## config.mk

```make
export PLATFORM = sky130hd
export DESIGN_NAME = his_peak_finder
export DESIGN_NICKNAME = d
export VERILOG_FILES = /design/src/rtl/his_peak_finder_pkg.sv /design/src/rtl/his_peak_finder_peak_tracker.sv /design/src/rtl/his_peak_finder.sv
export SDC_FILE = /design/constraint.sdc
export NUM_CORES = 1
export LEC_CHECK = 0
export BUFFER_PORTS_ARGS = -buffer_cell sky130_fd_sc_hd__buf_2
export CAP_MARGIN = 20
export CORE_ASPECT_RATIO = 1.5
export CORE_MARGIN = 5
export CORE_UTILIZATION = 40
export DETAILED_ROUTE_END_ITERATION = 8
export GPL_ROUTABILITY_DRIVEN = 0
export GPL_TIMING_DRIVEN = 0
export HOLD_SLACK_MARGIN = 0.08
export PLACE_DENSITY = 0.6
export SKIP_CTS_REPAIR_TIMING = 1
export SYNTH_ARGS = -nofsm -noshare
export SYNTH_HDL_FRONTEND = slang
export SYNTH_SLANG_ARGS = --single-unit
```

## constraint.sdc

```tcl
create_clock -name clk -period 1.7 [get_ports clk]
set_input_delay 0.34 -clock clk [delete_from_list [all_inputs] [get_ports clk]]
set_output_delay 0.34 -clock clk [all_outputs]
set_load 0.05 [all_outputs]
```

## src/rtl/his_peak_finder_pkg.sv

```systemverilog
// -----------------------------------------------------------------------------
// his_peak_finder_pkg
//   Shared definitions for the histogram builder and the peak finder.
//   - Default geometry: bin index width, pixels per RAM, count width,
//     minimum valid peak and pixel index width.
//   - Scan FSM state encoding.
//   - his_addr(): histogram RAM address packing (pixel * 2**NB + bin). Both
//     blocks use it so that they agree on the RAM layout.
// -----------------------------------------------------------------------------
package his_peak_finder_pkg;

    localparam int HPF_NB        = 5;
    localparam int HPF_PIXEL_NUM = 4;
    localparam int HPF_CNT_W     = 8;
    localparam int HPF_MIN_PEAK  = 2;
    localparam int HPF_PIX_W     = 8;

    typedef enum logic [1:0] {
        ST_IDLE  = 2'd0,
        ST_READ  = 2'd1,
        ST_DRAIN = 2'd2,
        ST_EMIT  = 2'd3
    } hpf_state_e;

    // Histogram RAM word address of (pixel, bin). Callers size-cast the result.
    function automatic logic [31:0] his_addr(input logic [31:0] pix,
                                             input logic [31:0] bin,
                                             input int          nb);
        return (pix << nb) + bin;
    endfunction

endpackage

```

## src/rtl/his_peak_finder_peak_tracker.sv

```systemverilog
// -----------------------------------------------------------------------------
// his_peak_finder_peak_tracker
//   Running maximum / arg-max over the bins of one pixel.
//   Ports:
//     clk, res      clock, synchronous active-high reset
//     clear_i       clear max and index
//     data_valid_i  data_i/bin_i carry a returned bin this cycle
//     data_i        bin count
//     bin_i         bin index of data_i
//     max_o, idx_o  current maximum count and its bin
//   Bin 0 loads unconditionally so each pixel starts fresh without an explicit
//   clear. Later bins replace the maximum only when strictly greater, so the
//   lowest bin wins ties.
// -----------------------------------------------------------------------------
module his_peak_finder_peak_tracker #(
    parameter int NB    = 5,
    parameter int CNT_W = 8
) (
    input  logic             clk,
    input  logic             res,
    input  logic             clear_i,
    input  logic             data_valid_i,
    input  logic [CNT_W-1:0] data_i,
    input  logic [NB-1:0]    bin_i,
    output logic [CNT_W-1:0] max_o,
    output logic [NB-1:0]    idx_o
);

    logic [CNT_W-1:0] max_q, max_d;
    logic [NB-1:0]    idx_q, idx_d;

    always_comb begin
        max_d = max_q;
        idx_d = idx_q;
        if (clear_i) begin
            max_d = '0;
            idx_d = '0;
        end else if (data_valid_i && ((bin_i == '0) || (data_i > max_q))) begin
            max_d = data_i;
            idx_d = bin_i;
        end
    end

    always_ff @(posedge clk) begin
        if (res) begin
            max_q <= '0;
            idx_q <= '0;
        end else begin
            max_q <= max_d;
            idx_q <= idx_d;
        end
    end

    assign max_o = max_q;
    assign idx_o = idx_q;

endmodule

```

## src/rtl/his_peak_finder.sv

```systemverilog
// -----------------------------------------------------------------------------
// his_peak_finder
//   Scans a completed histogram bank pixel by pixel after an acquisition set
//   finishes and reports the peak bin / count of each pixel over valid/ready.
//   Ports:
//     clk, res        clock, synchronous active-high reset
//     start, bank_in  scan request pulse and bank to scan (sampled together)
//     rd_en, rd_bank, rd_addr, rd_data
//                     histogram read port, data returns 1 cycle after rd_en
//     out_valid, out_ready, out_pixel, out_bin, out_count, out_no_target
//                     per-pixel result handshake; fields read 0 when not valid
//     busy            a scan is in progress
//     done            one-cycle pulse after the last pixel is accepted
//   Read data is registered once before the compare, so the final bin of a
//   pixel settles in the tracker during the first EMIT cycle; out_valid is a
//   register set in that cycle, giving 2**NB+2 cycles from first read to result.
// -----------------------------------------------------------------------------
module his_peak_finder
    import his_peak_finder_pkg::*;
#(
    parameter int NB        = HPF_NB,
    parameter int PIXEL_NUM = HPF_PIXEL_NUM,
    parameter int CNT_W     = HPF_CNT_W,
    parameter int MIN_PEAK  = HPF_MIN_PEAK,
    parameter int PIX_W     = HPF_PIX_W
) (
    input  logic                clk,
    input  logic                res,
    input  logic                start,
    input  logic                bank_in,
    output logic                rd_en,
    output logic                rd_bank,
    output logic [PIX_W+NB-1:0] rd_addr,
    input  logic [CNT_W-1:0]    rd_data,
    output logic                out_valid,
    input  logic                out_ready,
    output logic [PIX_W-1:0]    out_pixel,
    output logic [NB-1:0]       out_bin,
    output logic [CNT_W-1:0]    out_count,
    output logic                out_no_target,
    output logic                busy,
    output logic                done
);

    localparam logic [NB-1:0]    BIN_LAST = '1;
    localparam logic [PIX_W-1:0] PIX_LAST = PIX_W'(PIXEL_NUM - 1);
    localparam logic [CNT_W-1:0] MIN_PK   = CNT_W'(MIN_PEAK);

    hpf_state_e       state_q, state_d;
    logic [PIX_W-1:0] pixel_q, pixel_d;
    logic [NB-1:0]    bin_q, bin_d;
    logic             bank_q, bank_d;
    logic             out_valid_q, out_valid_d;
    logic             done_q, done_d;
    logic             trk_clear;

    // Read return pipeline: [0] = rd_data valid, [1] = rdat_q valid.
    logic [1:0]         vld_pipe_q;
    logic [1:0][NB-1:0] bin_pipe_q;
    logic [CNT_W-1:0]   rdat_q;

    logic [CNT_W-1:0] trk_max;
    logic [NB-1:0]    trk_idx;

    always_comb begin
        state_d     = state_q;
        pixel_d     = pixel_q;
        bin_d       = bin_q;
        bank_d      = bank_q;
        out_valid_d = 1'b0;
        done_d      = 1'b0;
        trk_clear   = 1'b0;
        unique case (state_q)
            ST_IDLE: begin
                if (start) begin
                    bank_d    = bank_in;
                    pixel_d   = '0;
                    bin_d     = '0;
                    trk_clear = 1'b1;
                    state_d   = ST_READ;
                end
            end
            ST_READ: begin
                // bin holds at its last value until the pixel changes
                if (bin_q == BIN_LAST) state_d = ST_DRAIN;
                else                   bin_d   = bin_q + NB'(1);
            end
            ST_DRAIN: state_d = ST_EMIT;
            ST_EMIT: begin
                out_valid_d = 1'b1;
                if (out_valid_q && out_ready) begin
                    out_valid_d = 1'b0;
                    bin_d       = '0;
                    if (pixel_q == PIX_LAST) begin
                        done_d  = 1'b1;
                        state_d = ST_IDLE;
                    end else begin
                        pixel_d = pixel_q + PIX_W'(1);
                        state_d = ST_READ;
                    end
                end
            end
            default: state_d = ST_IDLE;
        endcase
    end

    always_ff @(posedge clk) begin
        if (res) begin
            state_q     <= ST_IDLE;
            pixel_q     <= '0;
            bin_q       <= '0;
            bank_q      <= 1'b0;
            out_valid_q <= 1'b0;
            done_q      <= 1'b0;
            vld_pipe_q  <= '0;
            bin_pipe_q  <= '0;
            rdat_q      <= '0;
        end else begin
            state_q       <= state_d;
            pixel_q       <= pixel_d;
            bin_q         <= bin_d;
            bank_q        <= bank_d;
            out_valid_q   <= out_valid_d;
            done_q        <= done_d;
            vld_pipe_q    <= {vld_pipe_q[0], rd_en};
            bin_pipe_q[0] <= bin_q;
            bin_pipe_q[1] <= bin_pipe_q[0];
            rdat_q        <= rd_data;
        end
    end

    his_peak_finder_peak_tracker #(
        .NB    (NB),
        .CNT_W (CNT_W)
    ) u_trk (
        .clk          (clk),
        .res          (res),
        .clear_i      (trk_clear),
        .data_valid_i (vld_pipe_q[1]),
        .data_i       (rdat_q),
        .bin_i        (bin_pipe_q[1]),
        .max_o        (trk_max),
        .idx_o        (trk_idx)
    );

    assign rd_en         = (state_q == ST_READ);
    assign rd_addr       = rd_en ? (PIX_W+NB)'(his_addr(32'(pixel_q), 32'(bin_q), NB)) : '0;
    assign rd_bank       = bank_q;
    assign out_valid     = out_valid_q;
    assign out_pixel     = out_valid_q ? pixel_q : '0;
    assign out_bin       = out_valid_q ? trk_idx : '0;
    assign out_count     = out_valid_q ? trk_max : '0;
    assign out_no_target = out_valid_q && (trk_max < MIN_PK);
    assign busy          = (state_q != ST_IDLE);
    assign done          = done_q;

endmodule

```

After elaboration in Yosys (flattened, before gate mapping). Index checks and enable logic that the tools add are counted. Widths: inputs -> output; s select.

Output and inout port bits: 40. Register bits: 51. Logic and storage cells: 66. Input port bits: 13.

Bitwise operators: 2. Reduce and logical (&&, ||, !) cells: 16. Mux-type cells: 21. Equality and inequality tests: 10. $add $sub $neg: 3. Magnitude comparators: 2.

Operators with widths (count): $mux 8 (5); $mux 5 (4); $pmux 8 s2 (1); $pmux 5 s3 (1); $add 13x5->13 (1); $mux 13 (1); $add 8x1->8 const B (1); $eq 8x2->1 const B (1); $gt 8x8->1 (1); $lt 8x2->1 const B (1); $ne 2x2->1 const B (4); $pmux 2 s4 (1); $reduce_and 4->1 (2); $mux 2 (3); $add 5x1->5 const B (1); $eq 5x5->1 const B (1); $logic_not 5->1 (1); $mux 1 (5); $eq 2x2->1 const B (2); $reduce_bool 2->1 (2); $reduce_or 2->1 (2); $logic_and 1x1->1 (3); $reduce_and 3->1 (1); $reduce_bool 3->1 (1); other kinds (7) (8).

Logic depth before layout (Yosys ltp). Gate-level depths: netlist (run 1).

Depth in word-level cells: 4. Gate-level depth with buffers: 9. Gate-level depth less buffers: 7.

Cells and area by module. A second synthesis (run 1) with hierarchy kept.

Cells, all modules: 272. Area total of the unflattened synthesis: 2492.4 um2.

By module, submodules not included: his_peak_finder (cells an instance 186, area an instance 1726.7 um2, seq. area each 760.7 um2, instances 1); his_peak_finder_peak_tracker (cells an instance 86, area an instance 765.7 um2, seq. area each 260.2 um2, instances 1).

Worst setup path before layout (run 1). Ideal clock, no wire load.

Path kind: flip-flop to flip-flop. Start: reg state_q[0]. End: reg bin_q[2]. Path buffers: 1. Data arrival time: 1958 ps. Data required time: 1568 ps. Slack: -391 ps. Cell stages (with the launch flop): 9. Clock period less this slack: 2091 ps. Setup time: 132 ps. Path through: dfxtp_1 > inv_1 > ha_1 > inv_1 > a2bb2oi_1 > clkbuf_1 > nand2_1 > o21ai_0 > a21oi_1.

Cells in the longest elaborated chain, start to end: 3. Elaborated cells between the ends (all ways): 9. Those cells by class: eq/ne: 5; mux: 1; reduce/logical: 3.

RTL lines: start: declaration (line his_peak_finder.sv:49) `hpf_state_e state_q, state_d;`; start signal: assignment (line his_peak_finder.sv:119) `state_q <= state_d;`; $eq 2x1->1, or another cell as far along (line his_peak_finder.sv:73) `unique case (state_q)`; $ne 2x2->1 (no source line) / $reduce_bool 3->1 (equally long branches); $reduce_and 4->1 (no source line); end signal: assignment (line his_peak_finder.sv:121) `bin_q <= bin_d;`; end: declaration (line his_peak_finder.sv:51) `logic [NB-1:0] bin_q, bin_d;`.

Several ways; a longest one is shown, not always the timed one. A chain may end at the register's enable or synchronous reset.

Final worst setup path (run 1).
Start: reg u_trk.max_q[1] (netlist: u_trk.max_o[1]). End: reg u_trk.max_q[6] (netlist: u_trk.max_o[6]).

Cells in the longest elaborated chain, start to end: 3.

RTL lines: start: declaration (line his_peak_finder_peak_tracker.sv:29) `logic [CNT_W-1:0] max_q, max_d;`; start signal: assignment (line his_peak_finder_peak_tracker.sv:49) `max_q <= max_d;`; $gt 8x8->1 (line his_peak_finder_peak_tracker.sv:38) `end else if (data_valid_i && ((bin_i == '0) || (data_i > max_q))) begin`; $logic_or 1x1->1 (line his_peak_finder_peak_tracker.sv:38); $logic_and 1x1->1 (line his_peak_finder_peak_tracker.sv:38).

No other way between the ends.

==> impl_metrics.json, run 1 <==
{
  "finalSetupViolations": 19,
  "synth-seq-cells": 51,
  "crit_path_max_fanout": 10,
  "worstSetupEndpoint": "u_trk.max_o[6]",
  "io_buffers": 52,
  "core_sq_um": 5830,
  "path_buf_inv": 3,
  "syn_area_sq_um": 2410,
  "skew_ns": 0.0115,
  "required_ns": 1.90,
  "cp-end-kind": "flip-flop",
  "arrival_ns": 2.06,
  "drt_iter0_drc": 44,
  "grt_use_total": 0.144,
  "synthFlopType": "dfxtp_1",
  "grt_max_degree": 16,
  "wl_per_cell_um": 13.6,
  "syn_nets": 301,
  "die_h_um": 105,
  "violations": "setup timing",
  "ys_top_cells_by_area": "dfxtp_1 (42%), and2_1 (9.4%), ha_1 (7.8%)",
  "yosysMostFrequentCell": "dfxtp_1",
  "clk_latency_ns": 0.30,
  "synth_edf_count": 0,
  "crit_path_cell_trace": "inv_2, ha_4, nor2b_4, o211ai_1, a21oi_1, o311a_1, buf_6, buf_12, mux2i_1",
  "reg2regPathDepth": 9,
  "clk_pin_slew_worst_paths_ns": 0.09,
  "run_status": "complete, but fails checks",
  "antenna_found_initial": 0,
  "core.rowCount": 34,
  "ioPinCount": 53,
  "p_total_mw": 3.43,
  "die-area_sq_um": 7700,
  "hold_ws_ns": 0.210,
  "min_period_ns": 1.86,
  "rsz0062_at_grt": "yes",
  "grt-ovfl-total": 0,
  "power_leakage_nw": 1.38,
  "power.density_nw_per_um2": 1050,
  "fmax_ghz": 0.538,
  "firstDrtPassIters": 4,
  "final_cells": 414,
  "placedCellCount": 397,
  "worst_pin_slew_ns": 0.525,
  "hp-class": "in -> reg",
  "cpMaxStageDelayCell": "dfxtp_2",
  "ff2ff_setup_slack_ns": -0.16,
  "hold_viol_final": 0,
  "cts-htree-levels": 2,
  "synth_area_leader_cell": "dfxtp_1",
  "avgViaCountPerCell": 4.88,
  "clock_path_buffers": 2,
  "slew-limit-headroom": 0.650,
  "critPathMaxStageDelay_ns": 0.37,
  "startpoint": "u_trk.max_o[1]",
  "async_flop_share": 0,
  "cts_buffers": 5,
  "root_buffer": "clkbuf_8",
  "fin_ws_ns": -0.159,
  "report.final.slew_viol_count": 0,
  "vdd_ir_drop_max_mv": 0.911,
  "cts_sinks": 51,
  "cts_tree": "built",
  "start_kind": "flip-flop",
  "area_growth_pct": 36.5,
  "r2r-start": "u_trk.max_o[1]",
  "via_count": 2021,
  "synthCells": 273,
  "wirelength_mm": 5.62,
  "hpwlAfterDp_mm": 4.11,
  "drive_gt1_frac": 0.354,
  "final_nets": 369,
  "r2r_end": "u_trk.max_o[6]",
  "synth-seq-area-share": 0.424,
  "drv_cap": 0,
  "synth_top_area_frac": 0.424,
  "ys_types": 35,
  "min_period_over_period": 1.09,
  "crit_type": "reg -> reg",
  "yosysWarnings": 0,
  "drc": 0,
  "ys_top_cells_by_count": "dfxtp_1 (51), nand2_1 (40), and2_1 (36), nor2b_1 (22)",
  "avgSynthCellArea_sq_um": 8.82,
  "antenna_left": 0,
  "antenna_cells": 0,
  "grt_pass1_vias": 1915,
  "grt_pass1_wl_mm": 8.78,
  "crit_cells": 9,
  "start_util": 0.413,
  "die_w_um": 73.3,
  "critPathTopFamily": "compound AO/OA/AOI/OAI gates"
}
-- power by group --
part,switching [mW],leakage [nW],total [mW],internal [mW]
logic,0.792,0.917,1.41,0.615
clock network,0.390,0.0412,0.679,0.288
registers,0.0675,0.420,1.35,1.28
total,1.25,1.38,3.43,2.18
-- worst register-to-register path: cells and delay by family (launching register included) --
| family | cells | cell delay (ns) |
|---|---|---|
| buffers and inverters | 3 | 0.32 |
| muxes | 1 | 0.12 |
| DFF | 1 | 0.37 |
| AOI/OAI and AO/OA | 3 | 0.63 |
| adders and majority gates | 1 | 0.21 |
| and+or+nand+nor | 1 | 0.12 |
-- state kept, by name, summed over array words and instances, names as in the netlist --
register,count
state_q,2
rdat_q,8
done,1
pixel_q,8
bin_q,5
out_valid,1
bin_pipe_q,10
u_trk.idx_o,5
vld_pipe_q,2
u_trk.max_o,8
rd_bank,1
-- how the worst min path moves through the flow --
| stage | endpoint | slack [ns] | cells past startpoint | startpoint |
|---|---|---|---|---|
| 6_report | out_valid | 0.21 | 2 | out_ready |
| 5_1_grt | out_valid | 0.21 | 2 | out_ready |
| 4_1_cts | out_valid | 0.20 | 2 | out_ready |
| 3_5_place_dp | vld_pipe_q[1] | 0.43 | 1 | vld_pipe_q[0] |
| 3_3_place_gp | bin_pipe_q[5] | 0.42 | 1 | bin_pipe_q[0] |
| 2_1_floorplan | bin_pipe_q[5] | 0.41 | 1 | bin_pipe_q[0] |
-- logic make-up after synthesis --
group,synth area share
buffers and inverters,0.0457
flip-flops,0.424
AND/OR/NAND/NOR,0.307
XOR/XNOR,0.0218
multiplexers,0.0624
adder cells (fa/ha/maj),0.0780
AO/OA/AOI/OAI,0.0608
-- final cells by class --
| type | count | area (sq um) |
|---|---|---|
| timing repair buffer | 61 | 495 |
| clock buffer | 6 | 72.6 |
| inverter | 12 | 51.3 |
| fill | 530 | 2540 |
| multi-input combinational | 199 | 1430 |
| sequential | 51 | 1040 |
| clock inverter | 2 | 12.5 |
| tap | 72 | 90.1 |
| buffer | 11 | 93.8 |
-- cells in the final DEF, fill, tap and decap left out, types with 3 or more instances in the layout --
cell type  count
dfxtp_1       40
nand2_1       39
buf_2         31
and2_1        23
nor2b_1       21
mux2i_1       15
and2_4        12
nor2_1        12
buf_8         11
a21oi_1       10
ha_1          10
dfxtp_2        9
inv_1          8
buf_4          8
buf_6          8
clkbuf_4       7
nand3_1        6
nand4_1        5
xor2_1         5
clkbuf_8       5
and3_1         4
clkbuf_1       4
o21ai_0        3
ha_4           3
-- routing by layer --
layer | wire length [um] | track usage
met5 | 0 | 0
met4 | 63 | 0.0557
met3 | 249 | 0.0298
met2 | 3120 | 0.265
met1 | 2190 | 0.156
-- per-stage QoR --
step / setup slack (ns) / TNS (ns) / area (sq um) / util
2_1_floorplan: -0.0484 / -0.862 / 2450 / -
3_3_place_gp: -0.324 / -7.93 / 2800 / 0.481
3_5_place_dp: -0.372 / -8.35 / 2800 / 0.481
4_1_cts: -0.613 / -15.42 / 2890 / 0.495
5_1_grt: -0.277 / -4.05 / 3290 / 0.564
6_report: -0.159 / -1.99 / 3290 / 0.564
Power figures use the tool's default switching activity.
==> run 2: changes to the inputs <==
--- a/config.mk
+++ b/config.mk
@@ -9,12 +9,13 @@
 export CAP_MARGIN = 20
 export CORE_ASPECT_RATIO = 1.5
 export CORE_MARGIN = 5
-export CORE_UTILIZATION = 40
+export CORE_UTILIZATION = 25
+export CTS_CLUSTER_DIAMETER = 200
 export DETAILED_ROUTE_END_ITERATION = 8
 export GPL_ROUTABILITY_DRIVEN = 0
 export GPL_TIMING_DRIVEN = 0
 export HOLD_SLACK_MARGIN = 0.08
-export PLACE_DENSITY = 0.6
+export PLACE_DENSITY = 0.4
 export SKIP_CTS_REPAIR_TIMING = 1
 export SYNTH_ARGS = -nofsm -noshare
 export SYNTH_HDL_FRONTEND = slang
==> impl_metrics.json, run 2 (synthesis results as in run 1) <==
{
  "grt_use_total": 0.105,
  "io_buffers": 52,
  "start_util": 0.251,
  "cp-end-kind": "flip-flop",
  "grt_pass1_vias": 1964,
  "root_buffer": "clkbuf_16",
  "crit_type": "reg -> reg",
  "via_count": 2050,
  "worst_pin_slew_ns": 0.607,
  "layout_common_cells": "nand2_1 (39), dfxtp_1 (39), buf_2 (28)",
  "clock_path_buffers": 2,
  "pwr-share-comb": 0.385,
  "hp-class": "in -> reg",
  "fill_cells": 996,
  "fin_ws_ns": -0.166,
  "antenna_left": 0,
  "clk_pin_slew_worst_paths_ns": 0.07,
  "hold_viol_final": 0,
  "die_w_um": 90.1,
  "report.final.slew_viol_count": 0,
  "cts_buffers": 5,
  "crit_path_cell_trace": "inv_2, ha_4, nor2b_4, o211ai_1, a21oi_1, o311a_1, buf_6, clkbuf_16, mux2i_1",
  "critPathMaxStageDelay_ns": 0.36,
  "ioPinCount": 53,
  "post-place-ws_ns": -0.470,
  "cts-htree-levels": 2,
  "antenna_found_initial": 0,
  "cts_tree": "built",
  "clk_latency_ns": 0.29,
  "p_total_mw": 4.05,
  "wirelength_mm": 6.54,
  "start_kind": "flip-flop",
  "critPathTopFamily": "compound AO/OA/AOI/OAI gates",
  "core_sq_um": 9580,
  "placedCellCount": 440,
  "crit_path_max_fanout": 5,
  "fmax_ghz": 0.536,
  "grt-ovfl-total": 0,
  "arrival_ns": 2.04,
  "min_period_over_period": 1.10,
  "power_switching_mw": 1.39,
  "hpwlAfterDp_mm": 4.72,
  "wl_per_cell_um": 14.2,
  "drc": 0,
  "grt_pass1_wl_mm": 9.82,
  "grt_max_degree": 15,
  "p_seq_frac": 0.335,
  "core.rowCount": 44,
  "rsz0062_at_grt": "yes",
  "run_status": "complete, but fails checks",
  "cpMaxStageDelayCell": "dfxtp_4",
  "violations": "setup timing",
  "largest_register_ffs": 10,
  "pwr-share-clk": 0.280,
  "die_h_um": 130,
  "firstDrtPassIters": 4,
  "final_nets": 373,
  "avgViaCountPerCell": 4.46,
  "area_growth_pct": 47.0,
  "slew-limit-headroom": 0.595,
  "min_period_ns": 1.87,
  "drt_iter0_drc": 42,
  "skew_ns": 0.00672,
  "final_cells": 460,
  "drv_cap": 0,
  "vdd_ir_drop_max_mv": 1.03,
  "path_buf_inv": 3,
  "power.density_nw_per_um2": 1140,
  "switching_share": 0.344,
  "cts_sinks": 51,
  "required_ns": 1.88,
  "antenna_cells": 0,
  "internal-power_mw": 2.66,
  "finalSetupViolations": 20,
  "regMostFlops": "bin_pipe_q",
  "drive_gt1_frac": 0.377,
  "power_leakage_nw": 1.43,
  "die-area_sq_um": 11700
}
-- run 2: final timing paths --
check                                    start  slack, ns  cells after the start             end
worst max-delay path            u_trk.max_o[1]      -0.17                      9  u_trk.max_o[7]
worst min-delay path                 out_ready       0.25                      2       out_valid
worst max register to register  u_trk.max_o[1]      -0.17                      9  u_trk.max_o[7]
worst min register to register   vld_pipe_q[0]       0.44                      1   vld_pipe_q[1]
-- run 2: through the flow --
step	cell area (sq um)	utilization	setup TNS (ns)	hold WS, ns
floorplan	2450	-	-0.862	0.414
global placement	2860	0.298	-9.85	0.421
detailed placement	2860	0.298	-10.24	0.424
CTS	3010	0.315	-17.34	0.251
global route	3540	0.369	-4.40	0.263
finish	3540	0.369	-2.10	0.252
-- run 2: layer usage --
metal  global-route usage  vias up  wire [um]
li1                     -     1051          -
met1                0.116      962       2710
met2                0.193       30       3520
met3               0.0271        7        218
met4               0.0421        0        102
met5                    0        -          0
-- run 2: area by class of cell --
class / instances / area [sq um] / share of cell area
clock buffer: 6 / 129 / 0.0364
timing repair buffer: 64 / 553 / 0.156
buffer: 11 / 91.3 / 0.0258
inverter: 12 / 53.8 / 0.0152
multi-input combinational: 200 / 1490 / 0.421
tap: 115 / 144 / 0.0407
sequential: 51 / 1050 / 0.296
clock inverter: 1 / 30.0 / 0.00849
-- run 2: power groups by stage --
| stage | clock, mW | combinational (mW) | sequential [mW] |
|---|---|---|---|
| global placement | 0 | 1.02 | 1.35 |
| floorplan | 0 | 0.754 | 1.36 |
| detailed placement | 0 | 1.03 | 1.36 |
| finish | 1.13 | 1.56 | 1.36 |
| global route | 1.22 | 1.68 | 1.37 |
| CTS | 1.17 | 1.03 | 1.33 |
